### config.mk
export PLATFORM = sky130hd
export DESIGN_NAME = sn_pair_source
export DESIGN_NICKNAME = d
export VERILOG_FILES = /design/src/rtl/sn_pkg.sv /design/src/rtl/sn_lfsr_cmp.sv /design/src/rtl/sn_pair_source.sv
export SDC_FILE = /design/constraint.sdc
export NUM_CORES = 1
export LEC_CHECK = 0
export BUFFER_PORTS_ARGS = -buffer_cell sky130_fd_sc_hd__buf_2
export CAP_MARGIN = 20
export CORE_MARGIN = 4
export CORE_UTILIZATION = 57
export CTS_BUF_LIST = sky130_fd_sc_hd__clkbuf_4 sky130_fd_sc_hd__clkbuf_8 sky130_fd_sc_hd__clkbuf_16
export CTS_CLUSTER_SIZE = 8
export DETAILED_ROUTE_END_ITERATION = 10
export HOLD_SLACK_MARGIN = 0.12
export PLACE_DENSITY = 0.89
export SLEW_MARGIN = 20
export SYNTH_ARGS = -nofsm -noshare
export SYNTH_HDL_FRONTEND = slang
export SYNTH_SLANG_ARGS = --single-unit
### constraint.sdc
create_clock -name clk -period 3.89 [get_ports clk]
set_input_delay 0.9725 -clock clk [delete_from_list [all_inputs] [get_ports clk]]
set_output_delay 0.9725 -clock clk [all_outputs]
set_load 0.03 [all_outputs]
### src/rtl/sn_pkg.sv
// ---------------------------------------------------------------------------
// sn_pkg
// Shared constants, state encoding and LFSR helper functions for the
// stochastic-number pair source.
//   LFSR_W / TAP_HI / TAP_LO : 31-bit maximal-length LFSR, x^31 + x^28 + 1
//   PROB_W                   : probability width; compared against lfsr[PROB_W-1:0]
//   WINDOW                   : samples per frame (downstream averaging period)
//   SEED_A / SEED_B          : reset and default seeds of the two LFSRs
// ---------------------------------------------------------------------------
package sn_pkg;

    localparam int LFSR_W  = 31;
    localparam int TAP_HI  = 30;
    localparam int TAP_LO  = 27;
    localparam int PROB_W  = 4;
    localparam int WINDOW  = 129;
    localparam int PHASE_W = 8;

    localparam logic [PHASE_W-1:0] PHASE_LAST = PHASE_W'(WINDOW - 1);

    localparam logic [LFSR_W-1:0] SEED_A = 31'd1;
    localparam logic [LFSR_W-1:0] SEED_B = 31'd2;

    typedef enum logic [1:0] {
        IDLE      = 2'd0,
        RUN       = 2'd1,
        STOP_PEND = 2'd2
    } sn_state_e;

    // One LFSR step: shift toward the MSB, feedback enters at bit 0.
    function automatic logic [LFSR_W-1:0] lfsr_step(input logic [LFSR_W-1:0] v);
        return {v[LFSR_W-2:0], v[TAP_HI] ^ v[TAP_LO]};
    endfunction

    // The all-zero state is a fixed point of the LFSR; map it to 1.
    function automatic logic [LFSR_W-1:0] seed_fix(input logic [LFSR_W-1:0] v);
        logic [LFSR_W-1:0] r;
        if (v == {LFSR_W{1'b0}}) begin
            r = {{(LFSR_W-1){1'b0}}, 1'b1};
        end else begin
            r = v;
        end
        return r;
    endfunction

endpackage

### src/rtl/sn_lfsr_cmp.sv
// ---------------------------------------------------------------------------
// sn_lfsr_cmp
// One stochastic-bit generator: a 31-bit LFSR followed by a registered
// magnitude comparator against the active probability.
// Ports:
//   clk, rst_n   : clock, asynchronous active-high reset
//   step_i       : advance the LFSR and produce a sample this cycle
//   load_i       : load load_val_i into the LFSR (zero is replaced by 1)
//   load_val_i   : seed value
//   prob_i       : probability used for the comparison
//   sn_o         : registered stochastic bit (0 when not stepping)
// ---------------------------------------------------------------------------
module sn_lfsr_cmp
    import sn_pkg::*;
#(
    parameter logic [LFSR_W-1:0] SEED = SEED_A
) (
    input  logic              clk,
    input  logic              rst_n,
    input  logic              step_i,
    input  logic              load_i,
    input  logic [LFSR_W-1:0] load_val_i,
    input  logic [PROB_W-1:0] prob_i,
    output logic              sn_o
);

    logic [LFSR_W-1:0] lfsr_q;
    logic [LFSR_W-1:0] lfsr_d;
    logic              sn_q;
    logic              sn_d;

    // Next LFSR state and comparator result; the sample uses the pre-step state.
    always_comb begin
        lfsr_d = lfsr_q;
        sn_d   = 1'b0;
        if (load_i) begin
            lfsr_d = seed_fix(load_val_i);
        end else if (step_i) begin
            lfsr_d = lfsr_step(lfsr_q);
            sn_d   = (lfsr_q[PROB_W-1:0] < prob_i);
        end else begin
            lfsr_d = lfsr_q;
        end
    end

    // LFSR and output sample registers.
    always_ff @(posedge clk or posedge rst_n) begin
        if (rst_n) begin
            lfsr_q <= SEED;
            sn_q   <= 1'b0;
        end else begin
            lfsr_q <= lfsr_d;
            sn_q   <= sn_d;
        end
    end

    assign sn_o = sn_q;

endmodule

### src/rtl/sn_pair_source.sv
// ---------------------------------------------------------------------------
// sn_pair_source
// Produces two decorrelated stochastic bitstreams (sn_a, sn_b) framed in
// WINDOW-sample frames. Probability pairs arrive over a valid/ready
// handshake and only take effect at frame boundaries while streaming.
// Ports:
//   clk, rst_n               : clock, asynchronous active-high reset
//   run_en                   : level request to stream
//   cfg_valid / cfg_ready    : probability-pair handshake (ready = shadow empty)
//   cfg_prob_a / cfg_prob_b  : offered probabilities
//   seed_valid/sel/data      : LFSR seed write (IDLE only)
//   seed_err                 : one-cycle pulse when a seed write is rejected
//   sn_a, sn_b, sn_valid     : registered sample outputs
//   frame_start              : marks the first sample of each frame
//   prob_a_act / prob_b_act  : probabilities currently in use
// ---------------------------------------------------------------------------
module sn_pair_source
    import sn_pkg::*;
(
    input  logic              clk,
    input  logic              rst_n,
    input  logic              run_en,
    input  logic              cfg_valid,
    output logic              cfg_ready,
    input  logic [PROB_W-1:0] cfg_prob_a,
    input  logic [PROB_W-1:0] cfg_prob_b,
    input  logic              seed_valid,
    input  logic              seed_sel,
    input  logic [LFSR_W-1:0] seed_data,
    output logic              seed_err,
    output logic              sn_a,
    output logic              sn_b,
    output logic              sn_valid,
    output logic              frame_start,
    output logic [PROB_W-1:0] prob_a_act,
    output logic [PROB_W-1:0] prob_b_act
);

    sn_state_e          state_q;
    sn_state_e          state_d;
    logic [PHASE_W-1:0] phase_q;
    logic [PHASE_W-1:0] phase_d;

    logic               shadow_full_q;
    logic               shadow_full_d;
    logic [PROB_W-1:0]  shadow_a_q;
    logic [PROB_W-1:0]  shadow_a_d;
    logic [PROB_W-1:0]  shadow_b_q;
    logic [PROB_W-1:0]  shadow_b_d;
    logic [PROB_W-1:0]  act_a_q;
    logic [PROB_W-1:0]  act_a_d;
    logic [PROB_W-1:0]  act_b_q;
    logic [PROB_W-1:0]  act_b_d;

    logic               seed_err_q;
    logic               sn_valid_q;
    logic               frame_start_q;

    logic               active_s;
    logic               boundary_s;
    logic               cfg_accept_s;
    logic               load_a_s;
    logic               load_b_s;

    assign active_s     = (state_q != IDLE);
    assign boundary_s   = active_s && (phase_q == PHASE_LAST);
    assign cfg_accept_s = cfg_valid && !shadow_full_q;
    assign load_a_s     = seed_valid && !active_s && !seed_sel;
    assign load_b_s     = seed_valid && !active_s &&  seed_sel;

    // FSM next state and phase counter; a stop only lands on a frame boundary.
    always_comb begin
        state_d = state_q;
        phase_d = phase_q;
        case (state_q)
            IDLE: begin
                if (run_en) begin
                    state_d = RUN;
                end else begin
                    state_d = IDLE;
                end
            end
            RUN: begin
                if (!run_en) begin
                    state_d = STOP_PEND;
                end else begin
                    state_d = RUN;
                end
            end
            STOP_PEND: begin
                if (run_en) begin
                    state_d = RUN;
                end else if (boundary_s) begin
                    state_d = IDLE;
                end else begin
                    state_d = STOP_PEND;
                end
            end
            default: begin
                state_d = IDLE;
            end
        endcase

        if (!active_s) begin
            phase_d = {PHASE_W{1'b0}};
        end else if (boundary_s) begin
            phase_d = {PHASE_W{1'b0}};
        end else begin
            phase_d = phase_q + 8'd1;
        end
    end

    // Shadow/active probability registers and the config handshake.
    always_comb begin
        shadow_full_d = shadow_full_q;
        shadow_a_d    = shadow_a_q;
        shadow_b_d    = shadow_b_q;
        act_a_d       = act_a_q;
        act_b_d       = act_b_q;
        if (active_s) begin
            // A pair accepted on the boundary cycle itself found the shadow
            // empty, so it is not promoted until the next boundary.
            if (boundary_s && shadow_full_q) begin
                act_a_d       = shadow_a_q;
                act_b_d       = shadow_b_q;
                shadow_full_d = 1'b0;
            end else begin
                shadow_full_d = shadow_full_q;
            end
            if (cfg_accept_s) begin
                shadow_a_d    = cfg_prob_a;
                shadow_b_d    = cfg_prob_b;
                shadow_full_d = 1'b1;
            end else begin
                shadow_a_d    = shadow_a_q;
            end
        end else begin
            // A pair captured on the very last streamed cycle is still parked
            // in the shadow once IDLE is reached; promote it here.
            if (shadow_full_q) begin
                act_a_d       = shadow_a_q;
                act_b_d       = shadow_b_q;
                shadow_full_d = 1'b0;
            end else if (cfg_accept_s) begin
                act_a_d       = cfg_prob_a;
                act_b_d       = cfg_prob_b;
            end else begin
                act_a_d       = act_a_q;
            end
        end
    end

    // State, phase, probability and output-flag registers.
    always_ff @(posedge clk or posedge rst_n) begin
        if (rst_n) begin
            state_q       <= IDLE;
            phase_q       <= {PHASE_W{1'b0}};
            shadow_full_q <= 1'b0;
            shadow_a_q    <= {PROB_W{1'b0}};
            shadow_b_q    <= {PROB_W{1'b0}};
            act_a_q       <= {PROB_W{1'b0}};
            act_b_q       <= {PROB_W{1'b0}};
            seed_err_q    <= 1'b0;
            sn_valid_q    <= 1'b0;
            frame_start_q <= 1'b0;
        end else begin
            state_q       <= state_d;
            phase_q       <= phase_d;
            shadow_full_q <= shadow_full_d;
            shadow_a_q    <= shadow_a_d;
            shadow_b_q    <= shadow_b_d;
            act_a_q       <= act_a_d;
            act_b_q       <= act_b_d;
            seed_err_q    <= seed_valid && active_s;
            sn_valid_q    <= active_s;
            frame_start_q <= active_s && (phase_q == {PHASE_W{1'b0}});
        end
    end

    sn_lfsr_cmp #(
        .SEED       (SEED_A)
    ) u_gen_a (
        .clk        (clk),
        .rst_n      (rst_n),
        .step_i     (active_s),
        .load_i     (load_a_s),
        .load_val_i (seed_data),
        .prob_i     (act_a_q),
        .sn_o       (sn_a)
    );

    sn_lfsr_cmp #(
        .SEED       (SEED_B)
    ) u_gen_b (
        .clk        (clk),
        .rst_n      (rst_n),
        .step_i     (active_s),
        .load_i     (load_b_s),
        .load_val_i (seed_data),
        .prob_i     (act_b_q),
        .sn_o       (sn_b)
    );

    assign cfg_ready   = !shadow_full_q;
    assign seed_err    = seed_err_q;
    assign sn_valid    = sn_valid_q;
    assign frame_start = frame_start_q;
    assign prob_a_act  = act_a_q;
    assign prob_b_act  = act_b_q;

endmodule

Yosys cells after proc, flatten, opt, wreduce, memory -nomap -nowiden
Cells that the tools add are included.
{"block": "word_totals", "reg_bits": 94, "input_bits": 45, "out_inout_bits": 14, "word_cells": 71}
{"block": "op_classes", "add_sub_neg": 1, "order_cmp": 2, "eq_ne": 5, "mux": 27, "n_bitwise": 2, "n_reduce_logical": 20}
{"operator": "31-bit two-way mux", "n": 5}
{"operator": "4-bit two-way mux", "n": 8}
{"operator": "31-bit zero test", "n": 1}
{"operator": "8-bit two-way mux", "n": 2}
{"operator": "8-bit by 1-bit adder with 8-bit output, second input constant", "n": 1}
{"operator": "8-bit equality test, second input constant", "n": 1}
{"operator": "1-bit logical AND", "n": 8}
{"operator": "8-bit zero test", "n": 1}
{"operator": "4-bit less-than comparator", "n": 2}
{"operator": "1-bit two-way mux", "n": 8}
{"operator": "2-bit two-way mux", "n": 3}
{"operator": "2-bit one-hot mux with 3 select lines", "n": 1}
{"operator": "2-bit nonzero test", "n": 3}
{"operator": "2-bit AND reduction", "n": 2}
{"operator": "1-bit zero test", "n": 3}
{"operator": "3-bit by 1-bit inequality test with 1-bit output, second input constant", "n": 1}
{"operator": "3-bit nonzero test", "n": 1}
{"operator": "2-bit by 1-bit equality test with 1-bit output, second input constant", "n": 1}
{"operator": "2-bit equality test, second input constant", "n": 1}
{"operator": "2-bit zero test", "n": 1}
{"operator": "2-bit by 1-bit inequality test with 1-bit output, second input constant", "n": 1}
{"operator": "1-bit XOR", "n": 2}

Logic depth before layout (Yosys ltp)
Gate-level depths: netlist of run 1.
{"block": "depth", "word_depth": 6, "mapped_depth": 7, "mapped_depth_nobuf": 6}

Modules after synthesis
From an unflattened synthesis of run 1, not the netlist that was laid out.
{"block": "unflattened", "hier_cells": 434, "hier_area_um2": 4657.0}
{"module": "sn_lfsr_cmp", "instances": 2, "cells_each": 162, "area_per_inst_um2": 1642.8, "seq_area_each_um2": 802.0}
{"module": "sn_pair_source", "instances": 1, "cells_each": 110, "area_per_inst_um2": 1371.3, "seq_area_each_um2": 750.7}

Least setup slack after synthesis of run 1
Ideal clock, no wire load.
{"block": "synth_path", "path_kind": "in2reg", "start": "in seed_sel", "end": "reg u_gen_a.lfsr_q[10]", "setup_time_ns": 0.124, "arrival_time_ns": 1.915, "required_time_ns": 3.766, "slack_ns": 1.851, "stages": 6, "cell_sequence": "nor4b_2 nor2_1 buf_2 buf_2 nand2_1 nand2_1"}
{"block": "synth_via", "elab_chain_cells": 3, "elab_cells_between_ends": 4, "cone_classes": "mux: 1; reduce/logical: 3"}
{"element": "start: declaration", "line": "sn_pair_source.sv:28", "source": "input logic seed_sel,"}
{"element": "1-bit zero test (*)", "line": "sn_pair_source.sv:68", "source": "assign load_a_s = seed_valid && !active_s && !seed_sel;"}
{"element": "1-bit logical AND (*)", "line": "sn_pair_source.sv:68"}
{"element": "31-bit two-way mux or 2-bit nonzero test (tied branches)"}
{"element": "end signal: assignment", "line": "sn_lfsr_cmp.sv:52", "source": "lfsr_q <= lfsr_d;"}
{"element": "end: declaration", "line": "sn_lfsr_cmp.sv:27", "source": "logic [LFSR_W-1:0] lfsr_q;"}
Every way passes the cells marked *; elsewhere a longest branch is shown, timed or not.
A chain may end at the register's enable or synchronous reset.

Worst setup path after layout of run 1
{"block": "layout_path", "start": "reg phase_q[0]", "end": "reg act_b_q[0], in the netlist prob_b_act[0]"}
{"block": "layout_via", "elab_chain_cells": 5}
{"element": "start: declaration", "line": "sn_pair_source.sv:41", "source": "logic [PHASE_W-1:0] phase_q;"}
{"element": "start signal: assignment", "line": "sn_pair_source.sv:157", "source": "phase_q <= {PHASE_W{1'b0}};"}
{"element": "start signal: assignment", "line": "sn_pair_source.sv:168", "source": "phase_q <= phase_d;"}
{"element": "8-bit equality test", "line": "sn_pair_source.sv:66", "source": "assign boundary_s = active_s && (phase_q == PHASE_LAST);"}
{"element": "1-bit logical AND", "line": "sn_pair_source.sv:66"}
{"element": "1-bit logical AND", "line": "sn_pair_source.sv:123", "source": "if (boundary_s && shadow_full_q) begin"}
{"element": "2-bit by 1-bit inequality test with 1-bit output (no source line)"}
{"element": "2-bit AND reduction (no source line)"}
{"element": "end signal: assignment", "line": "sn_pair_source.sv:162", "source": "act_b_q <= {PROB_W{1'b0}};"}
{"element": "end signal: assignment", "line": "sn_pair_source.sv:173", "source": "act_b_q <= act_b_d;"}
{"element": "end: declaration", "line": "sn_pair_source.sv:52", "source": "logic [PROB_W-1:0] act_b_q;"}
Every way passes these cells.

==> run summary, run 1 <==
Status: finished, final reports clean
First-pass GRT wire length: 15200 µm
Min Hold Slack: 0.441 ns
Max Transition Viols Final: 0
CP Launch Type: register
Top-count cell post-synth: nand2_1
Initial core utilization: 0.585
Vias in the first global route: 3196
Max-capacitance violation count: 0
Max Freq: 0.410 GHz
Clock sinks: 94
CP Cell Sequence: inv_1 -> ha_1 -> or4b_1 -> o41ai_2 -> a21boi_2 -> mux2_1
RR Startpoint: phase_q[0]
Worst Path Required: 4.14 ns
Total number of yosys warnings: 0
H-tree depth: 3
Slowest CP cell: a21boi_2
GRT Util Overall: 0.219
Placed instance count: 553
Reg clk slew, reported paths: 0.09 ns
Site Rows: 31
Residual DRC: 0
Vias: 3228
Avg Synthesized Cell Area: 10.3 µm²
Hold path start: phase_q[7]
RSZ-0062 raised after global routing: false
Die Y-Extent: 94.0 µm
Least-Margin Pin Slew: 0.764 ns
Synthesized flop and latch total: 94
Final setup viols: 0
Tmin final: 2.44 ns
Slew Limit Headroom: 0.490
Synth cell count leaders: nand2_1 (119), dfrtp_1 (92), a22oi_1 (59)
CP peak stage delay: 0.51 ns
Worst Path Class, Setup: reg2reg
Initial antenna violation count: 0
Final Hold Fails: 0
Cells after synthesis: 410
Die Span X: 94.0 µm
Share of cells above drive strength 1: 0.217
Leak pwr: 2.39 nW
Area leader, netlist: dfrtp_1
Nets: 518
Ys flop type: dfrtp_1
Port bufs: 58
Post-synth cell types: 38
Seq/Total Area, Yosys: 0.558
Setup TNS Final: 0 ns
Die area: 8840 µm²
Asr flop ratio synth: 1.00
Worst Path Max Fanout: 8
Met3 Resource Use GR: 0.0537
Post-route setup slack: 1.45 ns
GR Util met2: 0.351
Critical path arrival: 2.68 ns
Top cell type's share of synthesized area: 0.546
Post-Route WL: 9030 µm
Cts bufs inserted: 9
Initial drt markers: 295
Final ANT Viol Nets: 0
CTS tree: done
Filler Cell Count: 555
Count of flip-flops with a built-in enable after synthesis: 0
VDD IR max: 366 µV
Met1 Use GR: 0.297
Core Box Area: 7210 µm²
Grt ovf: 0
Clk_lat worst skew: 0.37 ns
Post-CTS sizing: 0
Pwr Total: 3.15 mW
Pre-CTS setup slack: 1.29 ns
Pwr/cell area: 651 nW/µm²
Post-Route Skew: 0.0130 ns
Finished Layout Cells: 569
WL/cell: 15.9 µm
Sequential standard cell area: 2350 µm²
Top post-synthesis cells by area: dfrtp_1 (55%), nand2_1 (11%), a22oi_1 (11%), mux2i_1 (3.3%), mux2_2 (2.9%)
Multi-input gate area: 1740 µm²
Crit share post-route: 0.626
Hpwl dp: 6400 µm
Synth-to-layout area growth: 14.5%
DRT Pass-1 Iters: 4
Largest net degree at the start of global routing: 56
Hold buffer count at cts: 0
Antenna cell count: 0
Synthesized area: 4220 µm²
Routability congestion estimate: 0.792
Clock root cell: clkbuf_8
Post-CTS setup buffer count: 0
Synthesized net count: 463
I/O pins: 59
CP Launch Point: phase_q[0]
Crit end category: register
Worst hold path class: reg2reg
Busiest grt layer: met2
Clock buffer depth: 2
Vias per inst: 5.67
-- placed cells by master (no fill, tap or decap), types with 2 or more instances in the layout --
master    instances
mux2_2           11
xnor2_1           4
a211oi_1          2
clkbuf_8          9
o31a_1            2
inv_1            12
nand2b_1          2
buf_4             7
a21o_1            4
mux2i_1          14
xor2_1            4
dfstp_2           2
nand3_1           7
buf_2            58
nor2_1           14
nor3_1            3
nand2_1         119
clkinv_4          2
clkinv_2          3
mux2_1            2
and3_1            2
nor4_1            7
ha_1              8
dfrtp_1          92
o21ai_0           3
nand4_1           2
a22oi_1          59
-- kinds of logic (layout without fill, tap and decap cells) --
logic type | Yosys count | after routing | share of synthesized area
simple gates | 162 | 162 | 0.163
mux | 27 | 27 | 0.0679
fa+ha+maj | 8 | 8 | 0.0237
compound gates | 75 | 75 | 0.135
flops | 94 | 94 | 0.558
xor+xnor | 8 | 8 | 0.0166
buf+inv | 36 | 96 | 0.0353
-- worst max-delay path: cells and delay by family, from the launching register on --
kind | cells | cell delay (ns)
buffers and inverters | 1 | 0.08
DFF | 1 | 0.45
adders and majority gates | 1 | 0.16
and+or+nand+nor | 1 | 0.48
AOI/OAI and AO/OA | 2 | 0.79
muxes | 1 | 0.37
-- sequential cells by signal, summed over array words and instances, names as in the netlist --
register	cells
shadow_full_q	1
frame_start	1
phase_q	8
u_gen_a.sn_o	1
u_gen_b.sn_o	1
sn_valid	1
state_q	2
u_gen_b.lfsr_q	31
u_gen_a.lfsr_q	31
prob_b_act	4
shadow_b_q	4
shadow_a_q	4
prob_a_act	4
seed_err	1
-- layer usage --
layer  up-vias  part of all wire
met4         0             0.014
met3        13             0.054
li1       1526                 -
met2       103              0.50
met5         -                 0
met1      1586              0.43
-- report_power, final --
part           switching [mW]  internal [mW]
Combinational           0.527          0.410
Clock                   0.344          0.299
Sequential              0.230           1.33
Total                    1.10           2.04
-- through the flow --
| stage | util | area, µm² |
|---|---|---|
| after floorplan | - | 4220 |
| after global placement | 0.642 | 4630 |
| after detailed placement | 0.642 | 4630 |
| after CTS | 0.670 | 4830 |
| after global routing | 0.670 | 4830 |
| final | 0.670 | 4830 |
-- cell type report --
cell class                 count  share of cell area
clock buffer                   9              0.0256
clock inverter                 7              0.0153
sequential                    94               0.487
timing repair buffer          66              0.0751
tap                           99              0.0256
inverter                      14              0.0111
multi-input combinational    280               0.360
-- path summary, 6_finish.rpt --
check                      depth (start not counted)  slack, ns                 to
max in group asynchronous                          3       2.42  u_gen_b.lfsr_q[1]
max reg2reg                                        6       1.45      prob_b_act[0]
min reg2reg                                        1       0.44        frame_start
max                                                6       1.45      prob_b_act[0]
min in group asynchronous                          2       0.72  u_gen_b.lfsr_q[7]
min                                                1       0.44        frame_start
Note: power is estimated with default switching activity, not from simulation.
==> run 2: changes to the inputs <==
--- a/config.mk
+++ b/config.mk
@@ -5,15 +5,16 @@
 export SDC_FILE = /design/constraint.sdc
 export NUM_CORES = 1
 export LEC_CHECK = 0
+export ABC_AREA = 1
 export BUFFER_PORTS_ARGS = -buffer_cell sky130_fd_sc_hd__buf_2
 export CAP_MARGIN = 20
 export CORE_MARGIN = 4
-export CORE_UTILIZATION = 57
+export CORE_UTILIZATION = 52
 export CTS_BUF_LIST = sky130_fd_sc_hd__clkbuf_4 sky130_fd_sc_hd__clkbuf_8 sky130_fd_sc_hd__clkbuf_16
 export CTS_CLUSTER_SIZE = 8
 export DETAILED_ROUTE_END_ITERATION = 10
 export HOLD_SLACK_MARGIN = 0.12
-export PLACE_DENSITY = 0.89
+export PLACE_DENSITY = 0.86
 export SLEW_MARGIN = 20
 export SYNTH_ARGS = -nofsm -noshare
 export SYNTH_HDL_FRONTEND = slang
==> constraint.sdc (replaced) <==
create_clock -name clk -period 2.05 [get_ports clk]
set_input_delay 0.5125 -clock clk [delete_from_list [all_inputs] [get_ports clk]]
set_output_delay 0.5125 -clock clk [all_outputs]
set_load 0.03 [all_outputs]
==> run summary, run 2 <==
Status: finished, final reports clean
Ys flop type: dfrtp_1
Grt ovf: 0 (unchanged)
Slowest CP cell: dfrtp_1
Worst hold path class: in2reg
Top-count cell post-synth: nand2_1
Initial core utilization: 0.540 (-0.0443)
CP peak stage delay: 0.44 ns (-0.07 ns)
Leak pwr: 2.58 nW (+8.1%)
First-pass GRT wire length: 17100 µm (+13%)
Max Transition Viols Final: 0 (unchanged)
Residual DRC: 0 (unchanged)
RSZ-0062 raised after global routing: false
DRT Pass-1 Iters: 5 (+1)
Clock root cell: clkbuf_8
Tmin final: 1.72 ns (-0.713 ns)
Vias: 3604 (+12%)
Nets: 603 (+16%)
Final setup viols: 0 (unchanged)
VDD IR max: 631 µV (+72%)
Largest regs: u_gen_a.lfsr_q: 31 flops, u_gen_b.lfsr_q: 31 flops, phase_q: 8 flops
Synthesized flop and latch total: 94 (unchanged)
GRT Util Overall: 0.210 (-0.00888)
Post-Route WL: 9880 µm (+9.4%)
CP Cell Sequence: nor2_4 -> buf_12 -> inv_6 -> nand4_4 -> nand2_2 -> nand2_1 -> o21ai_1
CP Launch Type: register
Top cell type's share of synthesized area: 0.511 (-0.0350)
Synth-to-layout area growth: 13.2%
Port bufs: 58 (unchanged)
Post-Route Skew: 0.0121 ns (-0.000885 ns)
CTS tree: done
Crit end category: register
Most common cell after layout, fill and taps aside: nand2_1
Cell family with most CP delay: simple AND/OR/NAND/NOR gates
Setup TNS Final: 0 ns (unchanged)
Vias in the first global route: 3695 (+16%)
Largest net degree at the start of global routing: 62 (+11%)
Hold buffer count at cts: 1 (+1)
Max-capacitance violation count: 0 (unchanged)
Total number of yosys warnings: 0 (unchanged)
Seq/Total Area, Yosys: 0.522 (-0.0358)
Avg Synthesized Cell Area: 9.12 µm² (-11%)
Pre-CTS setup slack: 0.336 ns (-0.950 ns)
Cells after synthesis: 494 (+20%)
Post-CTS sizing: 0 (unchanged)
Share of cells above drive strength 1: 0.195 (-0.0224)
I/O pins: 59 (unchanged)
Max Freq: 0.580 GHz (+41%)
Core Box Area: 8340 µm² (+16%)
Cts bufs inserted: 9 (unchanged)
Most frequent cells in the layout: nand2_1 (122), inv_1 (92), dfrtp_1 (92), buf_2 (58), o221ai_1 (46)
Vias per inst: 5.46 (-3.7%)
Asr flop ratio synth: 1.00 (unchanged)
Routability congestion estimate: 0.781 (-1.5%)
Hpwl dp: 6930 µm (+8.3%)
H-tree depth: 3 (unchanged)
Utilization after layout: 0.612 (-0.0577)
Post-route setup slack: 0.326 ns (-1.13 ns)
Pwr Total: 5.66 mW (+80%)
Synthesized net count: 547 (+18%)
Die area: 10200 µm² (+16%)
Worst Path Class, Setup: reg2reg
Least-Margin Pin Slew: 0.396 ns (-0.368 ns)
Post-synth cell types: 35 (-7.9%)
Worst Path Required: 2.30 ns (-1.84 ns)
Die Span X: 101 µm (+7.5%)
Pwr/cell area: 1110 nW/µm² (+70%)
Reg clk slew, reported paths: 0.09 ns (about the same)
Site Rows: 33 (+6.5%)
Count of flip-flops with a built-in enable after synthesis: 0 (unchanged)
WL/cell: 15.0 µm (-5.7%)
Clock sinks: 94 (unchanged)
Clock buffer depth: 2 (unchanged)
Area leader, netlist: dfrtp_1
Final ANT Viol Nets: 0 (unchanged)
Filler Cell Count: 711 (+28%)
Final Hold Fails: 0 (unchanged)
Initial antenna violation count: 0 (unchanged)
Crit share post-route: 0.841 (+0.215)
Min Hold Slack: 0.386 ns (-0.0558 ns)
Synthesized area: 4510 µm² (+6.9%)
Antenna cell count: 0 (unchanged)
Die Y-Extent: 101 µm (+7.5%)
Post-CTS setup buffer count: 0 (unchanged)
Critical path arrival: 1.97 ns (-0.71 ns)
Top post-synthesis cells by area: dfrtp_1 (51%), nand2_1 (10%), o221ai_1 (8.9%), inv_1 (7.7%), o221ai_2 (3.3%)
Initial drt markers: 180 (-39%)
Worst Path Max Fanout: 45 (+37)
Synth cell count leaders: nand2_1 (122), inv_1 (93), dfrtp_1 (92)
Slew Limit Headroom: 0.735 (+0.245)
Clk_lat worst skew: 0.37 ns (about the same)
CP Buf/Inv Count: 2 (+1)
==> run 2: tightest hold or removal path: stages <==
cell     delay, ns
buf_2         0.09
a21oi_1       0.04
nand2_1       0.06
inv_1         0.03
==> run 2: area by class of cell <==
class / count / area [µm²] / share of cell area
Clock inverter: 5 / 58.8 / 0.0115
Inverter: 96 / 369 / 0.0723
Clock buffer: 11 / 145 / 0.0284
Sequential cell: 94 / 2350 / 0.461
Tap cell: 105 / 131 / 0.0257
Timing Repair Buffer: 66 / 378 / 0.0740
Multi-Input combinational cell: 283 / 1670 / 0.327
==> run 2: stage by stage <==
step | instances | area [µm²]
floorplan | 494 | 4510
global placement | 643 | 4890
detailed placement | 643 | 4890
CTS | 660 | 5100
global route | 660 | 5100
finish | 660 | 5100
==> run 2: power breakdown <==
group	internal [mW]	switching (mW)	total, mW
logic	0.645	1.03	1.68
registers	2.44	0.291	2.73
clock network	0.611	0.647	1.26
==> run 2: worst paths after layout <==
path                       startpoint            endpoint  slack, ns  cells after the start
max                        state_q[0]       prob_b_act[2]       0.33                      7
min                            run_en          state_q[1]       0.39                      4
max reg2reg                state_q[0]       prob_b_act[2]       0.33                      7
min reg2reg                phase_q[0]          phase_q[0]       0.47                      1
max in group asynchronous       rst_n   u_gen_a.lfsr_q[0]       0.82                      4
min in group asynchronous       rst_n  u_gen_a.lfsr_q[21]       0.62                      3
==> run 2: kinds of logic after synthesis <==
family                   count (synthesis)  share of synthesized area
flip-flops                              94                      0.522
buffers and inverters                  117                      0.108
AO/OA/AOI/OAI                          103                      0.177
adder cells (fa/ha/maj)                  8                     0.0222
AND/OR/NAND/NOR                        169                      0.165
XOR/XNOR                                 3                    0.00583
==> run 2: routing by layer <==
metal  track usage  up-vias  share of wire
li1              -     1735              -
met1         0.265     1758           0.41
met2         0.358       95           0.52
met3        0.0519       16          0.055
met4        0.0634        0          0.013
met5             0        -              0
==> run 3: changes to the inputs <==
==> constraint.sdc (replaced) <==
create_clock -name clk -period 1.5 [get_ports clk]
set_input_delay 0.375 -clock clk [delete_from_list [all_inputs] [get_ports clk]]
set_output_delay 0.375 -clock clk [all_outputs]
set_load 0.03 [all_outputs]
==> run summary, run 3 (synthesis gave the netlist of run 2 again) <==
Status: finished with violations
Failing checks: setup timing
Max Transition Viols Final: 0 (unchanged)
Cts bufs inserted: 9 (unchanged)
Pwr/cell area: 1510 nW/µm² (+36%)
Switching Fraction: 0.363 (+0.0155)
Worst Path Class, Setup: reg2reg
Worst Path Max Fanout: 3 (-93%)
Die Span X: 101 µm (unchanged)
I/O pins: 59 (unchanged)
Most common cell after layout, fill and taps aside: nand2_1
Final ANT Viol Nets: 0 (unchanged)
Initial antenna violation count: 0 (unchanged)
First-pass GRT wire length: 17800 µm (+4.3%)
Clk_lat worst skew: 0.37 ns (about the same)
VDD IR max: 960 µV (+52%)
Critical path arrival: 1.79 ns (-0.18 ns)
Initial drt markers: 379 (+110%)
Min Hold Slack: 0.256 ns (-0.129 ns)
Post-Route Skew: 0.0127 ns (+0.000581 ns)
CP Launch Type: register
Comb pwr share: 0.325 (+0.029)
Max-capacitance violation count: 0 (unchanged)
RSZ-0062 raised after global routing: true
M1 WL: 4750 µm (+17%)
Met3 wire length: 927 µm (+72%)
Worst R2R Path Depth: 7 (unchanged)
Initial core utilization: 0.540 (unchanged)
Final Hold Fails: 0 (unchanged)
Clk pwr share: 0.213 (-0.009)
Setup crit end: shadow_full_q
Core Box Area: 8340 µm² (unchanged)
Routability congestion estimate: 0.834 (+6.9%)
Synth-to-layout area growth: 20.6%
Placed instance count: 652 (+1.4%)
WL/cell: 17.3 µm (+15%)
Port bufs: 58 (unchanged)
Die Y-Extent: 101 µm (unchanged)
GRT Util Overall: 0.217 (+0.00688)
Vias per inst: 5.82 (+6.6%)
Slew Limit Headroom: 0.697 (-0.0383)
R2r setup slk: -0.03 ns (-0.36 ns)
Max Freq: 0.653 GHz (+13%)
CP Launch Point: phase_q[0]
Crit share post-route: 1.02 (+0.179)
Utilization after layout: 0.652 (+0.0396)
CP peak stage delay: 0.43 ns (about the same)
Clock sinks: 94 (unchanged)
Antenna cell count: 0 (unchanged)
RR Endpoint: shadow_full_q
Die area: 10200 µm² (unchanged)
CP Cell Sequence: inv_2 -> ha_4 -> nor3b_4 -> nand4_4 -> buf_6 -> nand3_2 -> inv_1
Finished Layout Cells: 679 (+2.9%)
Sequential standard cell area: 2350 µm² (unchanged)
DRT Pass-1 Iters: 5 (unchanged)
Post-Route WL: 11700 µm (+19%)
H-tree depth: 3 (unchanged)
Largest regs: u_gen_a.lfsr_q: 31 flops, u_gen_b.lfsr_q: 31 flops, phase_q: 8 flops
Psw: 2.97 mW (+51%)
Met2 wire len: 5750 µm (+12%)
Multi-input gate area: 1760 µm² (+5.6%)
Tmin final: 1.53 ns (-0.194 ns)
Clock buffer depth: 2 (unchanged)
Clock root cell: clkbuf_8
Reg clk slew, reported paths: 0.10 ns (about the same)
Sequential share of power: 0.462 (-0.020)
RR Startpoint: phase_q[0]
CTS tree: done
Crit end category: register
Pre-CTS setup slack: -0.00585 ns (-0.342 ns)
Worst hold path class: in2reg
Final setup viols: 2 (+2)
Vias: 3951 (+9.6%)
Nets: 622 (+3.2%)
Grt ovf: 0 (unchanged)
Share of cells above drive strength 1: 0.242 (+0.0476)
Worst Path Required: 1.76 ns (-0.54 ns)
Site Rows: 33 (unchanged)
Largest net degree at the start of global routing: 59 (-4.8%)
Slowest CP cell: dfrtp_1
Residual DRC: 0 (unchanged)
Filler Cell Count: 634 (-11%)
Internal power: 5.21 mW (+41%)
Top routing layer in use: met4
Post-route setup slack: -0.0303 ns (-0.356 ns)
Least-Margin Pin Slew: 0.455 ns (+0.0592 ns)
Setup TNS Final: -0.0412 ns (-0.0412 ns)
Hpwl dp: 7560 µm (+9.0%)
Leak pwr: 2.73 nW (+5.6%)
Vias in the first global route: 3882 (+5.1%)
Most frequent cells in the layout: nand2_1 (119), dfrtp_1 (92), inv_1 (89), buf_2 (57), o221ai_1 (46)
## run 3: cell count changes in the layout (fill, tap and decap cells not counted), moves of 3 or more
cell | previous run | this run
nand3_1 | 7 | 4
inv_1 | 92 | 89
buf_4 | 5 | 14
nand2_1 | 122 | 119
buf_12 | 2 | 5
buf_6 | 0 | 5
## run 3: critical path: cells and delay by family, from the launching register on
family / cells / cell delay, ns
simple gates: 3 / 0.55
flops: 1 / 0.43
fa+ha+maj: 1 / 0.12
buf+inv: 3 / 0.33
## run 3: how the worst min path moves through the flow
stage | depth (start not counted) | endpoint | slack, ns | start
final | 3 | shadow_b_q[2] | 0.26 | cfg_prob_b[2]
after global routing | 3 | shadow_b_q[2] | 0.26 | cfg_prob_b[2]
after CTS | 3 | seed_err | 0.24 | seed_valid
after detailed placement | 1 | phase_q[0] | 0.47 | phase_q[0]
after global placement | 1 | phase_q[0] | 0.45 | phase_q[0]
after floorplan | 1 | phase_q[0] | 0.43 | phase_q[0]
## run 3: area by class of cell
type / instances / area share
Clock buffer: 10 / 0.0253
Clock inverter: 6 / 0.0131
Inverter: 96 / 0.0684
Multi-Input combinational cell: 284 / 0.324
Sequential cell: 94 / 0.433
Timing Repair Buffer: 84 / 0.112
Tap cell: 105 / 0.0242
## run 3: stage by stage
step / power [mW] / instance area, µm²
finish: 8.18 / 5430
global route: 8.66 / 5430
CTS: 7.90 / 5220
detailed placement: 6.15 / 4990
global placement: 5.98 / 4990
floorplan: 5.43 / 4510
## run 3: timing repair
action                                 CTS  global route
hold buffers                             1             0
setup buffers                            0             7
endpoints found under the hold margin   56             0
pin swaps                                0             7
gates resized for setup                  3            25
cloned                                   0             3
setup endpoints to repair                2            60
## run 3: power groups by stage
| stage | sequential [mW] | clock, mW | combinational [mW] |
|---|---|---|---|
| 2_1_floorplan | 3.89 | 0 | 1.53 |
| 3_3_place_gp | 3.75 | 0 | 2.24 |
| 3_5_place_dp | 3.77 | 0 | 2.38 |
| 4_1_cts | 3.74 | 1.77 | 2.39 |
| 5_1_grt | 3.86 | 1.86 | 2.94 |
| 6_report | 3.78 | 1.75 | 2.66 |
## run 3: metal layers
layer	GRT usage	vias to the layer above
li1	-	1780
met1	0.286	1914
met2	0.367	223
met3	0.0367	34
met4	0.0695	0
met5	0	-
